[src/rtl/spi_peripheral_word.sv]
// spi_peripheral_word: oversampled SPI target with configurable word width,
// CPOL/CPHA mode and bit order. Single-entry transmit buffer, receive word
// with valid/ack handshake, sticky overrun/underrun flags.
//
// state     | meaning
// ----------+-----------------------------------------------------------
// ST_IDLE   | synchronised cs_n high; counter cleared, SCK edges ignored
// ST_ACTIVE | synchronised cs_n low; shifting words in and out
module spi_peripheral_word #(
    parameter int WORD_BITS   = 8,
    parameter int CPOL        = 0,
    parameter int CPHA        = 0,
    parameter int MSB_FIRST   = 1,
    parameter int SYNC_STAGES = 2
) (
    input  logic                 clk,
    input  logic                 reset,
    input  logic                 sck,
    input  logic                 cs_n,
    input  logic                 copi,
    output logic                 cipo,
    output logic                 cipo_oe,
    input  logic [WORD_BITS-1:0] tx_data,
    input  logic                 tx_valid,
    output logic                 tx_ready,
    output logic [WORD_BITS-1:0] rx_data,
    output logic                 rx_valid,
    input  logic                 rx_ack,
    output logic                 rx_overrun,
    output logic                 tx_underrun,
    output logic                 busy
);

    localparam int CNT_W = $clog2(WORD_BITS);
    localparam logic [CNT_W-1:0] LAST_BIT = CNT_W'(WORD_BITS - 1);
    localparam logic SCK_IDLE = (CPOL != 0);

    typedef enum logic {ST_IDLE, ST_ACTIVE} state_t;

    state_t                 state_q, state_d;
    logic [SYNC_STAGES-1:0] sck_sync, cs_sync, copi_sync;
    logic                   sck_s, cs_s, copi_s, sck_d;
    logic                   sck_rise, sck_fall, lead_edge, trail_edge;
    logic                   sample_edge, shift_edge;
    logic                   active, entering, run;
    logic                   load_ev, shift_adv, sample_ev, word_done, tx_wr;
    logic [CNT_W-1:0]       bit_cnt;
    logic [WORD_BITS-1:0]   rx_sr, rx_next, tx_sr, tx_buf, tx_src;
    logic                   tx_full;

    // Synchronise the asynchronous pins and keep a delayed SCK for edge detect.
    always_ff @(posedge clk) begin
        if (reset) begin
            sck_sync  <= {SYNC_STAGES{SCK_IDLE}};
            cs_sync   <= '1;
            copi_sync <= '0;
            sck_d     <= SCK_IDLE;
        end else begin
            sck_sync  <= {sck_sync[SYNC_STAGES-2:0], sck};
            cs_sync   <= {cs_sync[SYNC_STAGES-2:0], cs_n};
            copi_sync <= {copi_sync[SYNC_STAGES-2:0], copi};
            sck_d     <= sck_s;
        end
    end

    assign sck_s  = sck_sync[SYNC_STAGES-1];
    assign cs_s   = cs_sync[SYNC_STAGES-1];
    assign copi_s = copi_sync[SYNC_STAGES-1];

    assign sck_rise    = sck_s & ~sck_d;
    assign sck_fall    = ~sck_s & sck_d;
    assign lead_edge   = SCK_IDLE ? sck_fall : sck_rise;
    assign trail_edge  = SCK_IDLE ? sck_rise : sck_fall;
    assign sample_edge = (CPHA != 0) ? trail_edge : lead_edge;
    assign shift_edge  = (CPHA != 0) ? lead_edge : trail_edge;

    // State register.
    always_ff @(posedge clk) begin
        if (reset) state_q <= ST_IDLE;
        else       state_q <= state_d;
    end

    // Next-state decode from the synchronised chip select.
    always_comb begin
        state_d = state_q;
        case (state_q)
            ST_IDLE:   if (!cs_s) state_d = ST_ACTIVE;
            ST_ACTIVE: if (cs_s)  state_d = ST_IDLE;
            default:   state_d = ST_IDLE;
        endcase
    end

    assign active   = (state_q == ST_ACTIVE);
    assign entering = (state_q == ST_IDLE) && !cs_s;
    // Edges arriving in the same cycle as the cs_n rise belong to an aborted word.
    assign run      = active && !cs_s;
    assign busy     = active;
    assign cipo_oe  = active;

    // Counter at zero on a shift edge marks the start of a new word in both phases.
    assign load_ev   = (run && shift_edge && (bit_cnt == '0)) || ((CPHA == 0) && entering);
    assign shift_adv = run && shift_edge && !load_ev;
    assign sample_ev = run && sample_edge;
    assign word_done = sample_ev && (bit_cnt == LAST_BIT);
    assign tx_wr     = tx_valid && !tx_full;
    assign tx_ready  = ~tx_full;
    assign tx_src    = tx_full ? tx_buf : '0;

    // Receive shift input in the configured bit order.
    always_comb begin
        rx_next = rx_sr;
        if (MSB_FIRST != 0) rx_next = {rx_sr[WORD_BITS-2:0], copi_s};
        else                rx_next = {copi_s, rx_sr[WORD_BITS-1:1]};
    end

    // Transmit buffer: a load uses the pre-write state, so a write never fills it for the current word.
    always_ff @(posedge clk) begin
        if (reset) begin
            tx_full     <= 1'b0;
            tx_buf      <= '0;
            tx_underrun <= 1'b0;
        end else begin
            if (load_ev) begin
                if (tx_full) tx_full     <= 1'b0;
                else         tx_underrun <= 1'b1;
            end
            if (tx_wr) begin
                tx_buf  <= tx_data;
                tx_full <= 1'b1;
            end
        end
    end

    // Transmit shift register; cipo always presents the current head bit.
    always_ff @(posedge clk) begin
        if (reset) begin
            tx_sr <= '0;
            cipo  <= 1'b0;
        end else if (load_ev) begin
            tx_sr <= tx_src;
            cipo  <= (MSB_FIRST != 0) ? tx_src[WORD_BITS-1] : tx_src[0];
        end else if (shift_adv) begin
            if (MSB_FIRST != 0) begin
                tx_sr <= tx_sr << 1;
                cipo  <= tx_sr[WORD_BITS-2];
            end else begin
                tx_sr <= tx_sr >> 1;
                cipo  <= tx_sr[1];
            end
        end else if (state_q == ST_IDLE) begin
            tx_sr <= '0;
            cipo  <= 1'b0;
        end
    end

    // Receive path: bit counter, completed word capture and handshake flags.
    always_ff @(posedge clk) begin
        if (reset) begin
            rx_sr      <= '0;
            bit_cnt    <= '0;
            rx_data    <= '0;
            rx_valid   <= 1'b0;
            rx_overrun <= 1'b0;
        end else begin
            if (state_q == ST_IDLE) begin
                bit_cnt <= '0;
            end else if (sample_ev) begin
                rx_sr   <= rx_next;
                bit_cnt <= word_done ? '0 : bit_cnt + 1'b1;
            end
            if (word_done) begin
                rx_data  <= rx_next;
                rx_valid <= 1'b1;
                if (rx_valid && !rx_ack) rx_overrun <= 1'b1;
            end else if (rx_ack) begin
                rx_valid <= 1'b0;
            end
        end
    end

endmodule

[config.mk]
export PLATFORM = sky130hd
export DESIGN_NAME = spi_peripheral_word
export DESIGN_NICKNAME = d
export VERILOG_FILES = /design/src/rtl/spi_peripheral_word.sv
export SDC_FILE = /design/constraint.sdc
export NUM_CORES = 1
export LEC_CHECK = 0
export ABC_AREA = 1
export BUFFER_PORTS_ARGS = -buffer_cell sky130_fd_sc_hd__buf_2
export CAP_MARGIN = 15
export CORE_MARGIN = 3
export CORE_UTILIZATION = 54
export DETAILED_ROUTE_END_ITERATION = 10
export PLACE_DENSITY = 0.77
export SLEW_MARGIN = 0
export SYNTH_ARGS = -nofsm -noshare
export SYNTH_HDL_FRONTEND = slang
export SYNTH_SLANG_ARGS = --single-unit
[constraint.sdc]
create_clock -name clk -period 1.4 [get_ports clk]
set_input_delay 0.14 -clock clk [delete_from_list [all_inputs] [get_ports clk]]
set_output_delay 0.14 -clock clk [all_outputs]
set_load 0.01 [all_outputs]
==> results.toml, run 1 <==
[yosys]
synthTopCellsByArea = "dfxtp_1, nor2_1, nand2_1, o21ai_0, inv_1"
seq_area_frac_synth_pct = 50.8
synth.area.mux_share_pct = 0
synth.largest_area_cell = "dfxtp_1"
netlist_area_um2 = 1810
syn_inst = 246
yosys_warnings = 0
yosysTopAreaCellShare_pct = 50.8
synth_top_family_by_area = "simple AND/OR/NAND/NOR gates"
ys_types = 18
synth-seq-cells = 46
synth_area_per_cell_um2 = 7.37
synth-adder-area-share_pct = 2.07
synth_nets = 264
synth-xor-area-share_pct = 0
synth_compound_area_share_pct = 13.5
synth-simple-area-share_pct = 24.3

[grt]
gr-total-overflow = 0
grt_pass1_wl_mm = 6.27
first_global_vias = 1448
antenna_found_initial = 0
grtUsageTotal_pct = 19.4
grt_max_degree = 24

[floorplanning]
die_x_um = 63.9
die_height_um = 63.9
start_util_pct = 58.0
rows = 20
coreArea_um2 = 3130
pin_count = 30
dieArea_um2 = 4090

[sta]
fin_crit_ns = 1.31
skew_ns = 0.00719
fmax_ghz = 0.763
relSlewSlack_pct = 81.0
fin_crit_sh_pct = 93.6
finalHoldViolations = 0
whs_ns = 0.0292
tightest_slew_ns = 0.284
fin_tns_setup_ns = 0
setup_viol = 0
maxSlewViolCount = 0

[pwr]
p_leak_nw = 1.00
power_density_nw_per_um2 = 1150
max-vdd-ir-drop_mv = 0.782

[layout]
layout_common_cells = "nor2_1, dfxtp_1, nand2_1, inv_1, buf_2"
layout.cells.most_common = "nor2_1"
stdcell_area_um2 = 2210
instances_no_fill = 331
num_antenna_cells = 0
final_util_pct = 70.7
final_layout_size_suffix_gt1_share_pct = 20.6
areaGrowthSynthToFinish_pct = 21.9
nNetsFinal = 304

[detailed_routing]
vias = 1601
drt_iter0_markers = 77
viasPerCell = 4.84
final_antenna_net_count = 0
drc = 0
first_pass_iters = 7
routed_wl_mm = 3.72
routedWlPerCell_um = 11.2

[clock_tree]
htree_levels = 2
cts_buffer_depth = 2
cts_setup_buffers = 0
cts_buffers = 5
clkSinkCount = 46
cts_tree = "done"
cts-root-buf = "clkbuf_4"
clk_pin_slew_ns = 0.13
clock_latency_ns = 0.36

[worst_hold_path]
hold_path_startpoint = "tx_data[7]"
min_path_type = "input pin to register"

[place]
globalplace.congestion = 0.768
port_buffers = 29
dp_hpwl_mm = 2.52
place_area_um2 = 2030
dp_cells = 319

[setup_path]
crit_arrival_ns = 1.59
crit_fanout = 10
cp-end-kind = "register"
critPathKind = "register to register"
r2r_start = "busy$_SDFF_PP0_"
critPathLaunchType = "register"
critPathLaunch = "busy$_SDFF_PP0_"
cp.required_ns = 1.68

[run]
drv_cap = 0

[run_status]
status = "complete, no violations"
path summary, 6_finish.rpt:
path | to | cells after the start | slack [ns]
max | rx_data[7]$_SDFFE_PP0P_ | 7 | 0.09
min | tx_buf[7]$_SDFFE_PP0P_ | 3 | 0.03
max reg2reg | rx_data[7]$_SDFFE_PP0P_ | 7 | 0.09
min reg2reg | sck_sync[1]$_SDFF_PP0_ | 2 | 0.42
logic make-up after synthesis:
family                     Yosys count
AOI/OAI and AO/OA                   48
and+or+nand+nor                    106
buffers and inverters               43
DFF                                 46
adders and majority gates            3
flip-flops by register name, summed over array words and instances, names as in the netlist:
name / cells
copi_sync: 2
busy: 1
rx_overrun: 1
sck_sync: 2
bit_cnt: 3
sck_d: 1
tx_underrun: 1
tx_buf: 8
rx_data: 8
tx_sr: 7
cs_sync: 2
tx_full: 1
cipo: 1
rx_valid: 1
rx_sr: 7
synth_stat cells, drive strengths merged:
cell type,number
a21oi,22
buf,3
clkbuf,5
dfxtp,46
ha,3
inv,35
nand2,35
nand3,10
nand3b,1
nor2,58
o21ai,26
or2,2
metrics by stage:
stage                     setup WS [ns]  total power, W
final                            0.0891         0.00255
after global routing            -0.0110         0.00263
after detailed placement         0.0636         0.00155
after global placement           0.0848         0.00154
after CTS                        0.0295         0.00256
after floorplan                   0.183         0.00149
per-layer routing:
metal	part of all wire [%]	global-route usage, %	wire length [um]	vias up
met2	50	33.7	1850	27
met3	3.6	4.22	134	8
met1	45	23.2	1660	719
li1	-	-	-	847
met5	0	0	0	-
met4	2.0	7.28	73	0
worst max-delay path, cell delays in order (launching register included):
cell	delay, ns
dfxtp_1	0.38
inv_2	0.05
nor2_2	0.17
nand2_2	0.17
nor2_8	0.19
inv_2	0.11
nor2_1	0.10
nor2_1	0.05
area by class of cell:
class | count | area, um^2
tap | 44 | 55.1
clock inverter | 2 | 60.1
clock buffer | 6 | 51.3
inverter | 35 | 131
timing repair buffer | 40 | 235
fill | 275 | 917
sequential | 46 | 922
multi-input combinational | 158 | 756
power breakdown:
group | internal [W] | switching [W]
combinational | 0.0000679 | 0.0000981
sequential | 0.00135 | 0.0000183
clock | 0.000605 | 0.000418
timing repair:
action,4_1_cts,5_1_grt
endpoints found under the setup margin,0,18
hold buffers,3,0
resized for setup,0,7
hold endpoints to repair,3,0
Note: power is estimated with default switching activity, not from simulation.
==> run 2, diff against run 1 <==
==> constraint.sdc (replaced) <==
create_clock -name clk -period 1.25 [get_ports clk]
set_input_delay 0.125 -clock clk [delete_from_list [all_inputs] [get_ports clk]]
set_output_delay 0.125 -clock clk [all_outputs]
set_load 0.01 [all_outputs]
==> run 2 against run 1 <==
  * Clock skew fell by 0.00088 ns
  * Sequential power rose by 12%
  * Critical path depth did not move
  * The run now ends with negative setup slack left
  * Critical endpoint unchanged
  * Clock power fell by 32%
==> results.toml, run 2 (synthesis results as in run 1) <==
[sta]
skew_ns = 0.00631
maxSlewViolCount = 0
relSlewSlack_pct = 83.3
fmax_ghz = 0.780
tightest_slew_ns = 0.250
rsz0062_at_grt = "yes"
fin_crit_ns = 1.28
finalHoldViolations = 0
setup_viol = 5
whs_ns = 0.0200
fin_crit_sh_pct = 103
worst_slack_ns = -0.0313
fin_tns_setup_ns = -0.0600

[layout]
instances_no_fill = 338
seqCellArea_um2 = 933
top_regs = "rx_data: 8 flops, tx_buf: 8 flops"
final_util_pct = 75.0
layout.cells.most_common = "nor2_1"
num_antenna_cells = 0
fillers = 252
multi_input_area_um2 = 838
nNetsFinal = 313
areaGrowthSynthToFinish_pct = 29.3
final_layout_size_suffix_gt1_share_pct = 30.3
layout_common_cells = "nor2_1, dfxtp_1, nand2_1, buf_2, inv_1"

[run_status]
status = "finished with violations"
violations = "negative setup slack"

[pwr]
p_leak_nw = 1.03
power_w = 0.00241
max-vdd-ir-drop_mv = 0.908
power_density_nw_per_um2 = 1030

[setup_path]
r2r_start = "bit_cnt[1]$_SDFFE_PP0P_"
cp.required_ns = 1.52
reg2reg_to = "rx_data[7]$_SDFFE_PP0P_"
ff2ff_path_depth = 7
reg2reg_setup_slack_ns = -0.03
crit_fanout = 7
cp-end-kind = "register"
critPathLaunchType = "register"
critPathKind = "register to register"
crit_arrival_ns = 1.55

[floorplanning]
die_height_um = 63.9
coreArea_um2 = 3130
die_x_um = 63.9
rows = 20
dieArea_um2 = 4090
pin_count = 30
start_util_pct = 58.0

[clock_tree]
cts_buffer_depth = 2
clock_latency_ns = 0.36
cts_buffers = 5
htree_levels = 2
clkSinkCount = 46
cts_tree = "done"
cts-root-buf = "clkbuf_4"
clk_pin_slew_ns = 0.12

[place]
dp_hpwl_mm = 2.46
dp_cells = 321
port_buffers = 29
globalplace.congestion = 0.823

[detailed_routing]
routedWlPerCell_um = 11.4
routed_wl_mm = 3.86
first_pass_iters = 4
viasPerCell = 4.86
final_antenna_net_count = 0
drc = 0
drt_iter0_markers = 61
vias = 1641

[grt]
grtUsageTotal_pct = 20.8
gr-max-usage-layer = "met2"
antenna_found_initial = 0
gr-total-overflow = 0
grt_pass1_wl_mm = 6.58
use_met1_pct = 23.7
first_global_vias = 1548
globalRouteMet3Util_pct = 5.27
grt_max_degree = 24
grt_util_met2_pct = 33.3

[worst_hold_path]
hold_path_startpoint = "tx_data[1]"
min_path_type = "input pin to register"
holdPathEnd = "tx_buf[1]$_SDFFE_PP0P_"
min_delay_path_depth = 3

[run]
drv_cap = 0
[run 2: changes by cell type in the layout (fill, tap and decap cells not counted), moves of 4 or more]
cell / previous run / this run
buf_4: 8 / 14
dfxtp_1: 45 / 40
a21oi_1: 22 / 18
a21oi_2: 0 / 4
inv_1: 32 / 28
nand2_1: 33 / 29
o21ai_0: 25 / 21
[run 2: layout make-up]
type	instances	share of cell area, %
sequential	46	39.8
multi-input combinational	157	35.8
timing repair buffer	49	13.4
inverter	35	6.19
tap	44	2.35
clock buffer	6	2.19
timing repair inverter	1	0.320
[run 2: metrics by stage]
step,instance area [um^2],setup WS [ns]
floorplan,1810,0.0330
CTS,2270,0.00372
finish,2340,-0.0313
global placement,2050,-0.0392
global route,2340,-0.0897
detailed placement,2050,-0.130
[run 2: repair_timing]
| item | CTS | global route |
|---|---|---|
| hold endpoints to repair | 3 | 0 |
| buffers inserted | 5 | 1 |
| resized for setup | 25 | 26 |
| gates cloned | 2 | 0 |
| hold buffers | 3 | 0 |
| endpoints found under the setup margin | 20 | 33 |
| pin swaps | 6 | 5 |
[run 2: power breakdown]
group	leakage, nW	internal, W	switching, W
clock	0.0302	0.000254	0.000437
sequential	0.377	0.00150	0.0000215
combinational	0.625	0.0000829	0.000111
[run 2: worst max path at each step]
stage	from	slack (ns)	cells past startpoint	endpoint
after floorplan	bit_cnt[0]$_SDFFE_PP0P_	0.03	7	rx_data[4]$_SDFFE_PP0P_
after global placement	bit_cnt[0]$_SDFFE_PP0P_	-0.04	7	rx_data[2]$_SDFFE_PP0P_
after detailed placement	bit_cnt[0]$_SDFFE_PP0P_	-0.13	7	rx_data[2]$_SDFFE_PP0P_
after CTS	busy$_SDFF_PP0_	0.004	7	rx_data[7]$_SDFFE_PP0P_
after global routing	bit_cnt[0]$_SDFFE_PP0P_	-0.09	7	rx_data[5]$_SDFFE_PP0P_
final	bit_cnt[1]$_SDFFE_PP0P_	-0.03	7	rx_data[7]$_SDFFE_PP0P_
[run 2: per-layer routing]
layer | up-vias | part of all wire, %
met4 | 0 | 3.5
li1 | 863 | -
met3 | 11 | 3.9
met2 | 32 | 48
met5 | - | 0
met1 | 735 | 44
[run 2: critical path: stages, from the launching register on]
cell        delay (ns)
dfxtp_4           0.38
ha_4              0.14
ha_4              0.14
inv_4             0.05
nor2_8            0.16
clkinvlp_4        0.14
nor2_1            0.12
nor2_1            0.06
